File: src/rtl/uart_tx_arbiter.sv
// Two-requester round-robin arbiter feeding a single UART transmitter.
// Define UART_ARB_LOCK_EN to hold the grant across a packet until its last byte.
module uart_tx_arbiter #(
  parameter int ACK_TIMEOUT = 15
) (
  input  logic       clk,
  input  logic       rst,
  input  logic       req0_valid,
  input  logic [7:0] req0_data,
  input  logic       req0_last,
  output logic       req0_ready,
  input  logic       req1_valid,
  input  logic [7:0] req1_data,
  input  logic       req1_last,
  output logic       req1_ready,
  input  logic       tx_busy,
  output logic       tx_start,
  output logic [7:0] tx_data,
  output logic [1:0] grant,
  output logic       err_timeout
);
  localparam int CW = $clog2(ACK_TIMEOUT + 1);

  typedef enum logic [1:0] {IDLE, START, WAIT_ACK, WAIT_DONE} state_t;

  state_t         r_state;
  logic           r_ptr;
  logic           r_armed;
  logic [CW-1:0]  r_cnt;
  logic           r_tx_start;
  logic [7:0]     r_tx_data;
  logic [1:0]     r_grant;
  logic           r_err;
  logic           r_lock;

  logic       w_elig0, w_elig1, w_accept, w_win, w_last;
  logic [7:0] w_data;

`ifdef UART_ARB_LOCK_EN
  logic r_lock_id;
  assign w_elig0 = req0_valid && (!r_lock || !r_lock_id);
  assign w_elig1 = req1_valid && (!r_lock ||  r_lock_id);
`else
  logic w_unused_last;
  assign w_unused_last = req0_last ^ req1_last;
  assign w_elig0 = req0_valid;
  assign w_elig1 = req1_valid;
`endif

  // r_armed keeps the first cycle after reset release from accepting.
  assign w_accept   = (r_state == IDLE) && r_armed && !tx_busy && (w_elig0 || w_elig1);
  assign w_win      = (w_elig0 && w_elig1) ? r_ptr : w_elig1;
  assign w_data     = w_win ? req1_data : req0_data;
  assign w_last     = w_win ? req1_last : req0_last;
  assign req0_ready = w_accept && !w_win;
  assign req1_ready = w_accept &&  w_win;

  assign tx_start    = r_tx_start;
  assign tx_data     = r_tx_data;
  assign grant       = r_grant;
  assign err_timeout = r_err;

  always_ff @(posedge clk or posedge rst) begin
    if (rst) begin
      r_state    <= IDLE;
      r_ptr      <= 1'b0;
      r_armed    <= 1'b0;
      r_cnt      <= '0;
      r_tx_start <= 1'b0;
      r_tx_data  <= 8'h00;
      r_grant    <= 2'b00;
      r_err      <= 1'b0;
      r_lock     <= 1'b0;
`ifdef UART_ARB_LOCK_EN
      r_lock_id  <= 1'b0;
`endif
    end else begin
      r_armed    <= 1'b1;
      r_tx_start <= 1'b0;
      r_err      <= 1'b0;
      case (r_state)
        IDLE: begin
          if (w_accept) begin
            r_tx_data  <= w_data;
            r_grant    <= w_win ? 2'b10 : 2'b01;
            r_tx_start <= 1'b1;
            r_state    <= START;
`ifdef UART_ARB_LOCK_EN
            // Pointer only moves once the packet is complete.
            if (w_last) begin
              r_lock <= 1'b0;
              r_ptr  <= !w_win;
            end else begin
              r_lock    <= 1'b1;
              r_lock_id <= w_win;
            end
`else
            r_ptr <= !w_win;
`endif
          end
        end
        START: begin
          r_cnt   <= '0;
          r_state <= WAIT_ACK;
        end
        WAIT_ACK: begin
          if (tx_busy) begin
            r_state <= WAIT_DONE;
          end else if (r_cnt == CW'(ACK_TIMEOUT - 1)) begin
            r_err   <= 1'b1;
            r_grant <= 2'b00;
            r_lock  <= 1'b0;
            r_cnt   <= '0;
            r_state <= IDLE;
          end else begin
            r_cnt <= r_cnt + 1'b1;
          end
        end
        WAIT_DONE: begin
          if (!tx_busy) begin
            r_state <= IDLE;
            if (!r_lock) r_grant <= 2'b00;
          end
        end
        default: r_state <= IDLE;
      endcase
    end
  end

  // Pure helper so the last-flag mux is always consumed.
  logic w_unused_lastsel;
  assign w_unused_lastsel = w_last;
endmodule
File: config.mk
export PLATFORM = sky130hd
export DESIGN_NAME = uart_tx_arbiter
export DESIGN_NICKNAME = d
export VERILOG_FILES = /design/src/rtl/uart_tx_arbiter.sv
export SDC_FILE = /design/constraint.sdc
export NUM_CORES = 1
export LEC_CHECK = 0
export CAP_MARGIN = 20
export CORE_UTILIZATION = 48
export DETAILED_ROUTE_END_ITERATION = 8
export GPL_TIMING_DRIVEN = 0
export PLACE_DENSITY_LB_ADDON = 0.1
export SYNTH_ARGS = -nofsm -noshare
export SYNTH_HDL_FRONTEND = slang
export SYNTH_SLANG_ARGS = --single-unit
export TNS_END_PERCENT = 50
File: constraint.sdc
create_clock -name clk -period 4.3 [get_ports clk]
set_input_delay 1.29 -clock clk [delete_from_list [all_inputs] [get_ports clk]]
set_output_delay 1.29 -clock clk [all_outputs]
set_load 0.1 [all_outputs]
==> impl_metrics.csv <==
group,metric,value,unit
die,initial_core_util,50.5,%
power,ir_worst_vdd,0.533,mV
die,rows,17,
clock_network,clk_pin_slew,0.10,ns
place,gp_congestion,0.782,
worst_setup_path,cp_data_required_time,3.01,ns
yosys,ys.flop_type,"dfrtp_1",
sta,drv_slew,0,
power,leakage,0.687,nW
power,seqPwrFrac,25.4,%
sta,setup_violations,0,
clock_network,clockBufferDepth,2,
global_routing,track_usage,19.9,%
detailed_routing,wl_per_cell,14.4,um
clock_network,root_buffer,"clkbuf_4",
die,io_pins,37,
yosys,syn_nets,124,
detailed_routing,ant_nets,0,
yosys,synth_enable_flop_cells,0,
clock_network,clk_latency,0.29,ns
worst_setup_path,end_kind,"primary output",
place,dp_hpwl,1.74,mm
detailed_routing,highest_layer,"met4",
clock_network,cts_max_level,1,
clock_network,cts_tree,"done",
yosys,synth_area,1120,um2
die,core,2210,um2
global_routing,antenna_found_initial,0,
power,p_clk_share,7.1,%
sta,fin_crit_sh,97.5,%
detailed_routing,drt_iter0_drc,17,
run,drv_cap,0,
yosys,syn_inst,97,
power,power.total,0.00121,W
cells_and_area,syn_to_final_growth,34.9,%
clock_network,cts_num_sinks,20,
power,p_switching,0.000643,W
yosys,ys_warn_count,0,
global_routing,grt_pass1_wl,3.71,mm
detailed_routing,met3_wirelength,83,um
worst_setup_path,cp_max_fo,9,
global_routing,grt_max_degree,21,
sta,max_freq,238,MHz
sta,worst_pin_slew,0.981,ns
clock_network,postCtsSetupRepairBufs,0,
yosys,seq_area_frac_synth,44.8,%
die,dieArea,2520,um2
cells_and_area,drive_above_1_share,18.0,%
yosys,ys_types,34,
worst_setup_path,critical_path_arrival,2.90,ns
clock_network,ctsHoldBuffers,0,
clock_network,post_cts_resized,6,
yosys,yosysTopAreaCell,"dfrtp_1",
worst_setup_path,critPathLaunchType,"primary input",
power,p_comb_share,67.5,%
detailed_routing,route.detailed.drc,0,
worst_setup_path,crit_type,"in2out",
die,die_w,50.2,um
power,powerDensity,799,nW/um2
die,die_h,50.2,um
detailed_routing,drtPass1Iterations,4,
cells_and_area,final_cell_mix,"clkdlybuf4s50_1 (31), dfrtp_1 (20)",
cells_and_area,final_util,68.2,%
cells_and_area,diodes,0,
power,swShare,53.3,%
detailed_routing,num_vias,869,
detailed_routing,routedLengthMet1,1.03,mm
global_routing,grt_pass1_vias,797,
sta,timing.setup.tns,0,ns
sta,rsz0062_at_grt,"no",
sta,slew_headroom,34.4,%
place,port_buffers,33,
detailed_routing,met2_length,1.19,mm
yosys,async_reset_ff_share,100,%
cells_and_area,fin_area,1510,um2
yosys,yosys.area.top_type_share,44.8,%
cells_and_area,final_common_cell,"clkdlybuf4s50_1",
cells_and_area,final_nets,162,
clock_network,cts_buffers,3,
detailed_routing,routed_via_density,5.40,
sta,hold_violations,0,
hold_path,hold_class,"reg2reg",
status,status,"completed",
yosys,avgSynthCellArea,11.5,um2
power,p_int,0.000563,W
global_routing,grt_overflow,0,
sta,fin_crit,4.19,ns
place,placed_area,1480,um2
detailed_routing,routed_wl,2.32,mm
sta,fin_skew,0.00593,ns
cells_and_area,filler_cell_count,185,
yosys,synth_area_leaders,"dfrtp_1 (45%), a221o_1 (7.2%), ha_1 (4.5%)",
yosys,ys_ff_latch,20,
sta,holdWs,0.525,ns
[final timing paths]
path,slack [ns],start,cells past startpoint,to
worst min-delay path,0.53,grant[0],1,grant[0]
worst max-delay path,0.11,req1_valid,5,req0_ready
worst max register to register,2.63,r_state[0],6,grant[1]
max in group asynchronous,2.37,rst,2,tx_data[4]
min in group asynchronous,1.44,rst,2,r_cnt[1]
worst min register to register,0.53,grant[0],1,grant[0]
[worst max-delay path, cell delays in order]
cell,delay [ns]
clkdlybuf4s50_1,0.49
nand2_1,0.10
nand2_1,0.08
nor2_2,0.32
clkdlybuf4s15_2,0.62
[final cells by class]
| type | instances | area (um2) | area share, % |
|---|---|---|---|
| buffer | 2 | 22.5 | 1.49 |
| clock buffer | 3 | 22.5 | 1.49 |
| inverter | 5 | 18.8 | 1.24 |
| multi-input combinational | 70 | 576 | 38.2 |
| sequential | 20 | 500 | 33.2 |
| tap | 28 | 35.0 | 2.32 |
| timing repair buffer | 33 | 333 | 22.1 |
[registers in the layout, indices dropped and copies added, names as in the netlist]
signal	cells
err_timeout	1
grant	2
r_ptr	1
r_armed	1
r_cnt	4
tx_data	8
tx_start	1
r_state	2
[logic make-up (layout without fill, tap and decap cells)]
family                   count (synthesis)  after routing  share of synthesized area, %
AND/OR/NAND/NOR                         31             31                          20.7
other                                    1              1                         0.336
AO/OA/AOI/OAI                           32             32                          23.3
buffers and inverters                    7             43                          3.70
flip-flops                              20             20                          44.8
multiplexers                             2              2                          2.69
adder cells (fa/ha/maj)                  4              4                          4.48
[power groups by stage]
| stage | clock network [W] | registers (W) | logic, W |
|---|---|---|---|
| final | 0.0000860 | 0.000306 | 0.000813 |
| after global routing | 0.0000964 | 0.000315 | 0.000856 |
| after CTS | 0.0000917 | 0.000307 | 0.000818 |
| after detailed placement | 0 | 0.000310 | 0.000814 |
| after global placement | 0 | 0.000306 | 0.000808 |
| after floorplan | 0 | 0.000652 | 0.000298 |
[per-layer routing]
metal	vias to the layer above	GRT usage (%)
met3	2	3.33
met2	24	31.8
met5	-	0
met1	420	26.3
met4	0	8.57
li1	423	-
[synthesized netlist by cell type, types with 2 or more instances]
library cell and number:
mux2_4 2, buf_6 2, o21ai_0 8, nand2_1 8, nor2_2 2, a221o_1 8, nor2b_1 8, dfrtp_1 20
ha_1 4, a31oi_1 2, o21a_1 2, inv_1 5, a21oi_1 2, nor2_1 4
[metrics by stage]
| stage | instances | setup slack (ns) |
|---|---|---|
| 3_5_place_dp | 158 | -0.474 |
| 5_1_grt | 161 | 0.0270 |
| 6_report | 161 | 0.106 |
| 2_1_floorplan | 97 | 0.419 |
| 4_1_cts | 161 | 0.112 |
| 3_3_place_gp | 158 | -0.493 |
Power figures use the tool's default switching activity.
